`config.mk`:
```
export PLATFORM = sky130hd
export DESIGN_NAME = if_fetch_ctrl
export DESIGN_NICKNAME = d
export VERILOG_FILES = /design/src/rtl/if_fetch_ctrl_pkg.sv /design/src/rtl/if_skid_buf.sv /design/src/rtl/if_fetch_ctrl.sv
export SDC_FILE = /design/constraint.sdc
export NUM_CORES = 1
export LEC_CHECK = 0
export ABC_AREA = 0
export CORE_ASPECT_RATIO = 1.25
export CORE_MARGIN = 2
export CORE_UTILIZATION = 56
export DETAILED_ROUTE_END_ITERATION = 12
export GPL_TIMING_DRIVEN = 0
export HOLD_SLACK_MARGIN = 0.08
export PLACE_DENSITY = 0.86
export SLEW_MARGIN = 15
export SYNTH_ARGS = -nofsm -noshare
export SYNTH_HDL_FRONTEND = slang
export SYNTH_SLANG_ARGS = --single-unit
```
`constraint.sdc`:
```
create_clock -name Clk -period 3.11 [get_ports Clk]
set_clock_uncertainty 0.2 [all_clocks]
set_input_delay 0.933 -clock Clk [delete_from_list [all_inputs] [get_ports Clk]]
set_output_delay 0.933 -clock Clk [all_outputs]
set_load 0.02 [all_outputs]
```
`src/rtl/if_fetch_ctrl_pkg.sv`:
```
// Shared types and constants for the IF-stage fetch sequencer.
package if_fetch_ctrl_pkg;

  typedef enum logic {
    S_BOOT = 1'b0,
    S_RUN  = 1'b1
  } fetch_state_t;

  // addi x0, x0, 0
  localparam logic [31:0] RV32I_NOP = 32'h00000013;

endpackage

```
`src/rtl/if_skid_buf.sv`:
```
// One-entry {pc, instr} holding register for responses that land while ID stalls.
module if_skid_buf #(
  parameter int unsigned PC_W   = 32,
  parameter int unsigned DATA_W = 32
) (
  input  logic              i_clk,
  input  logic              i_rst_n,
  input  logic              i_load,
  input  logic              i_drain,
  input  logic              i_clear,
  input  logic [PC_W-1:0]   i_pc,
  input  logic [DATA_W-1:0] i_instr,
  output logic              o_valid,
  output logic [PC_W-1:0]   o_pc,
  output logic [DATA_W-1:0] o_instr
);

  logic              r_valid;
  logic [PC_W-1:0]   r_pc;
  logic [DATA_W-1:0] r_instr;

  // Clear (flush) wins over load, load wins over drain.
  always_ff @(posedge i_clk or negedge i_rst_n) begin
    if (!i_rst_n) begin
      r_valid <= 1'b0;
      r_pc    <= '0;
      r_instr <= '0;
    end else if (i_clear) begin
      r_valid <= 1'b0;
    end else if (i_load) begin
      r_valid <= 1'b1;
      r_pc    <= i_pc;
      r_instr <= i_instr;
    end else if (i_drain) begin
      r_valid <= 1'b0;
    end
  end

  assign o_valid = r_valid;
  assign o_pc    = r_pc;
  assign o_instr = r_instr;

endmodule

```
`src/rtl/if_fetch_ctrl.sv`:
```
// RV32I IF-stage fetch sequencer: PC ownership, IMEM req/gnt handshake,
// one-entry skid buffer and registered IF/ID triple.
module if_fetch_ctrl
  import if_fetch_ctrl_pkg::*;
#(
  parameter int unsigned                REG_DATA_WIDTH  = 32,
  parameter int unsigned                IMEM_ADDR_WIDTH = 32,
  parameter logic [IMEM_ADDR_WIDTH-1:0] RESET_PC        = '0,
  parameter int unsigned                BOOT_CYCLES     = 4
) (
  input  logic                       Clk,
  input  logic                       Reset_n,
  input  logic [IMEM_ADDR_WIDTH-1:0] EX_PC_Branch_dest,
  input  logic                       EX_PC_Source_sel,
  input  logic                       IF_Stall,
  output logic                       IMEM_Req,
  output logic [IMEM_ADDR_WIDTH-1:0] IMEM_Addr,
  input  logic                       IMEM_Gnt,
  input  logic [REG_DATA_WIDTH-1:0]  IMEM_Rdata,
  output logic [IMEM_ADDR_WIDTH-1:0] IF_PC,
  output logic [REG_DATA_WIDTH-1:0]  IF_Instruction,
  output logic                       IF_Valid,
  output logic                       IF_Misalign
);

  localparam int unsigned BOOT_CNT_W = (BOOT_CYCLES > 1) ? $clog2(BOOT_CYCLES) : 1;
  localparam logic [BOOT_CNT_W-1:0]      BOOT_LAST = BOOT_CNT_W'(BOOT_CYCLES - 1);
  localparam logic [REG_DATA_WIDTH-1:0]  NOP       = REG_DATA_WIDTH'(RV32I_NOP);
  localparam logic [IMEM_ADDR_WIDTH-1:0] PC_STEP   = IMEM_ADDR_WIDTH'(4);

  fetch_state_t               r_state;
  logic [BOOT_CNT_W-1:0]      r_boot_cnt;
  logic [IMEM_ADDR_WIDTH-1:0] r_pc;
  logic                       r_inflight;
  logic [IMEM_ADDR_WIDTH-1:0] r_inflight_pc;
  logic [IMEM_ADDR_WIDTH-1:0] r_if_pc;
  logic [REG_DATA_WIDTH-1:0]  r_if_instr;
  logic                       r_if_valid;
  logic                       r_misalign;

  logic                       w_req;
  logic                       w_grant;
  logic [IMEM_ADDR_WIDTH-1:0] w_redirect_pc;
  logic                       w_buf_valid;
  logic [IMEM_ADDR_WIDTH-1:0] w_buf_pc;
  logic [REG_DATA_WIDTH-1:0]  w_buf_instr;

  // Holding off the request while a stalled response is inflight, or while
  // the buffer is occupied, keeps at most one unconsumed response around.
  assign w_req         = (r_state == S_RUN) & ~w_buf_valid & ~EX_PC_Source_sel
                         & ~(IF_Stall & r_inflight);
  assign w_grant       = w_req & IMEM_Gnt;
  assign w_redirect_pc = {EX_PC_Branch_dest[IMEM_ADDR_WIDTH-1:2], 2'b00};

  // Boot settle counter, then run until reset.
  always_ff @(posedge Clk or negedge Reset_n) begin
    if (!Reset_n) begin
      r_state    <= S_BOOT;
      r_boot_cnt <= '0;
    end else begin
      case (r_state)
        S_BOOT: begin
          r_boot_cnt <= r_boot_cnt + BOOT_CNT_W'(1);
          if (r_boot_cnt == BOOT_LAST) r_state <= S_RUN;
        end
        default: r_state <= S_RUN;
      endcase
    end
  end

  // PC advance on grant, redirect load, and inflight tracking.
  always_ff @(posedge Clk or negedge Reset_n) begin
    if (!Reset_n) begin
      r_pc          <= RESET_PC;
      r_inflight    <= 1'b0;
      r_inflight_pc <= '0;
    end else if (EX_PC_Source_sel) begin
      r_pc       <= w_redirect_pc;
      r_inflight <= 1'b0;
    end else begin
      r_inflight <= w_grant;
      if (w_grant) begin
        r_pc          <= r_pc + PC_STEP;
        r_inflight_pc <= r_pc;
      end
    end
  end

  // Skid buffer catches a response arriving under stall; flushed on redirect.
  if_skid_buf #(
    .PC_W   (IMEM_ADDR_WIDTH),
    .DATA_W (REG_DATA_WIDTH)
  ) u_skid (
    .i_clk   (Clk),
    .i_rst_n (Reset_n),
    .i_load  (IF_Stall & r_inflight),
    .i_drain (~IF_Stall & w_buf_valid),
    .i_clear (EX_PC_Source_sel),
    .i_pc    (r_inflight_pc),
    .i_instr (IMEM_Rdata),
    .o_valid (w_buf_valid),
    .o_pc    (w_buf_pc),
    .o_instr (w_buf_instr)
  );

  // IF/ID output triple: buffer first, then live response, else bubble.
  always_ff @(posedge Clk or negedge Reset_n) begin
    if (!Reset_n) begin
      r_if_pc    <= '0;
      r_if_instr <= NOP;
      r_if_valid <= 1'b0;
      r_misalign <= 1'b0;
    end else begin
      r_misalign <= EX_PC_Source_sel & (EX_PC_Branch_dest[1:0] != 2'b00);
      if (EX_PC_Source_sel) begin
        r_if_valid <= 1'b0;
        r_if_instr <= NOP;
      end else if (!IF_Stall) begin
        if (w_buf_valid) begin
          r_if_pc    <= w_buf_pc;
          r_if_instr <= w_buf_instr;
          r_if_valid <= 1'b1;
        end else if (r_inflight) begin
          r_if_pc    <= r_inflight_pc;
          r_if_instr <= IMEM_Rdata;
          r_if_valid <= 1'b1;
        end else begin
          r_if_instr <= NOP;
          r_if_valid <= 1'b0;
        end
      end
    end
  end

  assign IMEM_Req       = w_req;
  assign IMEM_Addr      = r_pc;
  assign IF_PC          = r_if_pc;
  assign IF_Instruction = r_if_instr;
  assign IF_Valid       = r_if_valid;
  assign IF_Misalign    = r_misalign;

endmodule

```
==> results of run 1 <==
layer usage:
metal / vias to the layer above / wire, microns / track usage, %
li1: 3155 / - / -
met1: 3440 / 8800 / 37.4
met2: 364 / 11100 / 47.1
met3: 43 / 1840 / 5.34
met4: 0 / 442 / 10.6
met5: - / 0 / 0
kinds of logic (layout without fill, tap and decap cells):
family	Yosys count	after routing	synth area share [%]
simple gates	297	297	16.0
flops	191	191	56.5
compound gates	150	150	11.2
mux	94	94	12.1
buf+inv	60	253	3.30
xor+xnor	6	6	0.621
fa+ha+maj	2	2	0.296
other cells	1	4	0.0443
path summary, 6_finish.rpt:
check                                       from                 end  slack, ns  cells after the start
worst max-delay path            EX_PC_Source_sel            IMEM_Req       0.09                      4
worst min-delay path                   IF_PC[31]           IF_PC[31]       0.28                      2
min in group asynchronous                Reset_n  IF_Instruction[17]       0.31                      1
max in group asynchronous                Reset_n   IF_Instruction[4]       1.47                      2
worst max register to register        r_inflight    r_inflight_pc[5]       0.80                      7
worst min register to register         IF_PC[31]           IF_PC[31]       0.28                      2
worst max-delay path, cell delays in order:
cell and delay, ns:
buf_2 0.17, a21o_1 0.18, nor3b_1 0.21, dlygate4sd2_1 0.40
report_power, final:
group / total, mW / switching (mW) / internal (mW)
Combinational: 1.42 / 0.713 / 0.711
Sequential: 3.27 / 0.323 / 2.95
Clock: 2.52 / 0.962 / 1.56
registers in the layout, indices dropped and copies added, names as in the netlist:
signal and flops:
r_inflight 1, u_skid.o_instr 32, IF_Valid 1, r_boot_cnt 2
u_skid.o_valid 1, r_inflight_pc 30, r_state 1, IMEM_Addr 30
u_skid.o_pc 30, IF_Misalign 1, IF_Instruction 32, IF_PC 30
cells in the final DEF (no fill, tap or decap), types with 4 or more instances in the layout:
cell type / count
nand2_1: 150
a22oi_1: 34
nor3_1: 4
mux2i_1: 30
nand4_1: 14
nand3_1: 16
o211ai_1: 6
conb_1: 4
dfrtp_1: 188
buf_4: 5
buf_1: 7
o311ai_0: 6
nor2b_1: 10
nor2_1: 73
clkdlybuf4s50_1: 159
clkbuf_1: 26
buf_2: 16
a21oi_1: 33
and3_1: 4
nand3b_1: 5
a221o_1: 5
xnor2_1: 5
clkbuf_16: 17
bufinv_16: 6
mux2_2: 64
o21ai_0: 51
stage by stage:
step | hold WS (ns) | std cells
floorplan | 0.244 | 804
global placement | 0.258 | 1147
detailed placement | 0.270 | 1148
CTS | 0.284 | 1179
global route | 0.303 | 1179
finish | 0.278 | 1179
timing repair:
item	CTS	global route
endpoints found under the setup margin	1	0
gates resized for setup	1	0
endpoints found under the hold margin	0	0
layout make-up:
cell class                      count  area, sq um  share of cell area [%]
Timing Repair Buffer              162         1640                    14.9
Sequential cell                   191         4780                    43.4
Multi-Input combinational cell    553         3420                    31.0
Tap cell                          182          228                    2.06
Clock inverter                     12          229                    2.08
Inverter                            4         15.0                   0.136
Clock buffer                       20          457                    4.14
Buffer                             55          260                    2.36
==> results.sh, run 1 <==
export IMPL_path_clk_slew_ns=0.06
export IMPL_cts_root_buf="clkbuf_16"
export IMPL_avgViaCountPerCell=5.94
export IMPL_hp_class="reg -> reg"
export IMPL_place_ws_ns=-0.186
export IMPL_cp_start_kind="input pin"
export IMPL_grt_max_degree=104
export IMPL_cts_buffer_depth=2
export IMPL_hold_viol_final=0
export IMPL_slew_viol_final=0
export IMPL_die_area_sq_um=16100
export IMPL_path_max_fanout=9
export IMPL_antenna_left=0
export IMPL_finalNetCount=1055
export IMPL_min_period_ns=3.02
export IMPL_synth_most_common_cell="dfrtp_1"
export IMPL_grt_pass1_wl_microns=35800
export IMPL_fp_row_count=50
export IMPL_rsz0062_at_grt="no"
export IMPL_drt_first_iter_violations=599
export IMPL_crit_path_end_kind="output port"
export IMPL_yosys_top_cells_count="188 x dfrtp_1, 150 x nand2_1, 73 x nor2_1, 64 x mux2_2, 51 x o21ai_0"
export IMPL_cts_tree="done"
export IMPL_grt_pass1_vias=6995
export IMPL_hold_buffers=0
export IMPL_synth_seq_area_share_pct=56.5
export IMPL_drt_total_wl_microns=22100
export IMPL_wire_per_inst_microns=18.8
export IMPL_die_h_microns=141
export IMPL_io_pins=168
export IMPL_synth_area_leaders="dfrtp_1 56%, mux2_2 8.5%, nand2_1 6.6%"
export IMPL_setup_tns_ns=0
export IMPL_vias=7002
export IMPL_leakage_nw=4.84
export IMPL_ir_worst_vdd_mv=0.376
export IMPL_fmax_ghz=0.331
export IMPL_diodes=0
export IMPL_syn_avg_cell_area_sq_um=10.6
export IMPL_fin_crit_sh_pct=97.2
export IMPL_yosys_area_top_type="dfrtp_1"
export IMPL_cts_sinks=191
export IMPL_synth_edf_count=0
export IMPL_slew_headroom_pct=47.6
export IMPL_port_buffers=161
export IMPL_crit_type="in -> out"
export IMPL_hpwl_microns=15300
export IMPL_critical_path_arrival_ns=1.89
export IMPL_ys_async_sr_fraction_pct=100
export IMPL_clk_latency_ns=0.44
export IMPL_gp_congestion=0.880
export IMPL_drive_gt1_share_pct=13.3
export IMPL_yosysWarnings=0
export IMPL_yosys_area_top_type_share_pct=55.6
export IMPL_cts_buffers=17
export IMPL_area_delta_synth_final_pct=30.3
export IMPL_powerDensity_nw_per_um2=654
export IMPL_netlist_area_sq_um=8470
export IMPL_dpl_cell_area_sq_um=10300
export IMPL_grt_usage_pct=28.4
export IMPL_post_cts_buffers=0
export IMPL_fin_util_pct=74.1
export IMPL_start_util_pct=56.9
export IMPL_drv_max_cap_violation_count=0
export IMPL_final_area_sq_um=11000
export IMPL_antenna_found_initial=0
export IMPL_ys_ff_latch=191
export IMPL_fill_cells=1016
export IMPL_drtPass1Iterations=5
export IMPL_grt_overflow=0
export IMPL_setup_violations=0
export IMPL_htreeDepth=4
export IMPL_coreArea_sq_um=14900
export IMPL_syn_inst=801
export IMPL_worstPathRequired_ns=1.98
export IMPL_drc=0
export IMPL_total_power_mw=7.22
export IMPL_fp_dieW_microns=114
export IMPL_layout_setup_ws_ns=0.0862
export IMPL_synth_main_ff_cell="dfrtp_1"
export IMPL_synth_distinct_cells=49
export IMPL_tightest_slew_ns=0.786
export IMPL_status="completed"
Note: power is estimated with default switching activity, not from simulation.
==> run 2: changes to the inputs <==
--- a/config.mk
+++ b/config.mk
@@ -9,10 +9,11 @@
 export CORE_ASPECT_RATIO = 1.25
 export CORE_MARGIN = 2
 export CORE_UTILIZATION = 56
+export CTS_CLUSTER_DIAMETER = 40
 export DETAILED_ROUTE_END_ITERATION = 12
 export GPL_TIMING_DRIVEN = 0
 export HOLD_SLACK_MARGIN = 0.08
-export PLACE_DENSITY = 0.86
+export PLACE_DENSITY = 0.84
 export SLEW_MARGIN = 15
 export SYNTH_ARGS = -nofsm -noshare
 export SYNTH_HDL_FRONTEND = slang
==> results.sh, run 2 (synthesized netlist as in run 1, its figures left out) <==
export IMPL_antenna_left=0
export IMPL_p_switching_mw=2.01
export IMPL_grt_pass1_vias=7044
export IMPL_dpl_cell_area_sq_um=10400
export IMPL_top_usage_layer="met2"
export IMPL_htreeDepth=4
export IMPL_hold_buffers=0
export IMPL_reg2reg_depth=6
export IMPL_avgViaCountPerCell=5.89
export IMPL_hold_viol_final=0
export IMPL_cp_endpoint="IMEM_Req"
export IMPL_min_period_ns=3.01
export IMPL_fp_row_count=50
export IMPL_cts_buffers=17
export IMPL_p_sw_share_pct=28.5
export IMPL_area_delta_synth_final_pct=30.1
export IMPL_finalNetCount=1056
export IMPL_cts_sinks=191
export IMPL_layout_common_cells="188 x dfrtp_1, 159 x clkdlybuf4s50_1, 150 x nand2_1"
export IMPL_globalRouteMet3Util_pct=4.61
export IMPL_fp_dieW_microns=114
export IMPL_r2r_end="IMEM_Addr[20]"
export IMPL_path_clk_slew_ns=0.07
export IMPL_hpwl_microns=15100
export IMPL_regToRegSetupSlack_ns=0.77
export IMPL_drtPass1Iterations=5
export IMPL_fin_crit_sh_pct=96.8
export IMPL_place_ws_ns=-0.173
export IMPL_cts_buffer_depth=2
export IMPL_grt_usage_pct=28.7
export IMPL_crit_path_end_kind="output port"
export IMPL_post_cts_buffers=0
export IMPL_leakage_nw=4.82
export IMPL_use_met1_pct=37.7
export IMPL_cts_resized=1
export IMPL_die_area_sq_um=16100
export IMPL_drc=0
export IMPL_coreArea_sq_um=14900
export IMPL_drive_gt1_share_pct=13.5
export IMPL_slew_headroom_pct=49.5
export IMPL_cp_start_kind="input pin"
export IMPL_path_delay_family="buffers and inverters"
export IMPL_p_int_mw=5.04
export IMPL_drt_total_wl_microns=22100
export IMPL_use_met2_pct=48.8
export IMPL_fmax_ghz=0.332
export IMPL_critical_path_arrival_ns=1.88
export IMPL_start_util_pct=56.9
export IMPL_combPwrFrac_pct=20.2
export IMPL_die_h_microns=141
export IMPL_worstPathRequired_ns=1.98
export IMPL_port_buffers=161
export IMPL_seqPwrFrac_pct=46.4
export IMPL_wire_per_inst_microns=18.7
export IMPL_grt_pass1_wl_microns=35900
export IMPL_total_power_mw=7.05
export IMPL_grt_max_degree=71
export IMPL_powerDensity_nw_per_um2=640
export IMPL_hp_class="in -> async"
export IMPL_regToRegStartpoint="IMEM_Addr[2]"
export IMPL_crit_type="in -> out"
export IMPL_io_pins=168
export IMPL_ir_worst_vdd_mv=0.350
export IMPL_rsz0062_at_grt="no"
export IMPL_status="completed"
export IMPL_slowest_stage="dlygate4sd2_1"
export IMPL_antenna_found_initial=0
export IMPL_critPathLaunch="EX_PC_Source_sel"
export IMPL_crit_chain="buf_2 > a21o_1 > nor3b_1 > dlygate4sd2_1"
export IMPL_crit_buf_inv=2
export IMPL_path_max_fanout=9
export IMPL_drv_max_cap_violation_count=0
export IMPL_worstSetupPathDepth=4
export IMPL_layout_commonest_cell="dfrtp_1"
export IMPL_clk_latency_ns=0.43
export IMPL_setup_violations=0
export IMPL_vias=6951
export IMPL_max_stage_delay_ns=0.40
export IMPL_layout_setup_ws_ns=0.100
export IMPL_tightest_slew_ns=0.758
export IMPL_diodes=0
export IMPL_clockPowerShare_pct=33.5
export IMPL_final_area_sq_um=11000
export IMPL_fin_util_pct=74.0
export IMPL_gp_congestion=0.869
export IMPL_slew_viol_final=0
export IMPL_fill_cells=1032
export IMPL_cts_root_buf="clkbuf_16"
export IMPL_cts_tree="done"
export IMPL_grt_overflow=0
export IMPL_drt_first_iter_violations=722
[run 2: cell count changes in the layout (fill, tap and decap cells not counted), sizes merged]
| cell | delta |
|---|---|
| buf | +1 |
| bufinv | -2 |
| clkbuf | -2 |
| clkinv | +2 |
| clkinvlp | +2 |
[run 2: layout make-up]
| class | instances | area (sq um) | share of cell area [%] |
|---|---|---|---|
| plain buffers | 55 | 260 | 2.36 |
| inverters | 4 | 15.0 | 0.136 |
| multi-input cells | 553 | 3420 | 31.0 |
| repair buffers | 163 | 1670 | 15.2 |
| clock inverters | 14 | 205 | 1.86 |
| flip-flops and latches | 191 | 4780 | 43.4 |
| clock buffers | 18 | 439 | 3.99 |
| well taps | 182 | 228 | 2.07 |
[run 2: worst reg2reg max path, stage by stage (launching register included)]
cell and delay (ns):
dfrtp_1 0.47, ha_1 0.25, nand3_1 0.18, nor4_4 0.51, a21oi_1 0.15, o21ai_0 0.23, o311ai_0 0.19
[run 2: worst min-delay path by stage]
stage	end	slack, ns	cells past startpoint
after floorplan	r_boot_cnt[0]	0.24	1
final	IF_Instruction[24]	0.21	1
after CTS	IF_Instruction[24]	0.22	1
after global placement	r_boot_cnt[0]	0.26	1
after detailed placement	r_boot_cnt[0]	0.27	1
after global routing	u_skid.o_instr[19]	0.23	1
[run 2: power by group through the flow]
stage	logic [mW]	clock network [mW]	registers, mW
CTS	1.43	2.38	3.26
floorplan	0.588	0	3.42
finish	1.42	2.36	3.27
detailed placement	1.42	0	3.29
global placement	1.37	0	3.27
global route	1.55	2.49	3.33
[run 2: per-layer routing]
| layer | routed length [microns] | vias to the layer above | part of all wire [%] |
|---|---|---|---|
| li1 | - | 3171 | - |
| met4 | 429 | 0 | 1.9 |
| met1 | 9060 | 3404 | 41 |
| met3 | 1480 | 45 | 6.7 |
| met2 | 11200 | 331 | 50 |
| met5 | 0 | - | 0 |
[run 2: metrics by stage]
step | hold slack [ns] | cells | TNS [ns]
after CTS | 0.219 | 1180 | 0
after detailed placement | 0.265 | 1149 | -0.173
final | 0.212 | 1180 | 0
after global placement | 0.259 | 1147 | -1310.77
after global routing | 0.231 | 1180 | 0
after floorplan | 0.244 | 804 | 0
==> run 3: changes to the inputs <==
--- a/config.mk
+++ b/config.mk
@@ -14,6 +14,7 @@
 export GPL_TIMING_DRIVEN = 0
 export HOLD_SLACK_MARGIN = 0.08
 export PLACE_DENSITY = 0.84
+export SKIP_LAST_GASP = 1
 export SLEW_MARGIN = 15
 export SYNTH_ARGS = -nofsm -noshare
 export SYNTH_HDL_FRONTEND = slang
==> results of run 3 <==
The final DEF is identical to that of run 2; final timing and power are the same.
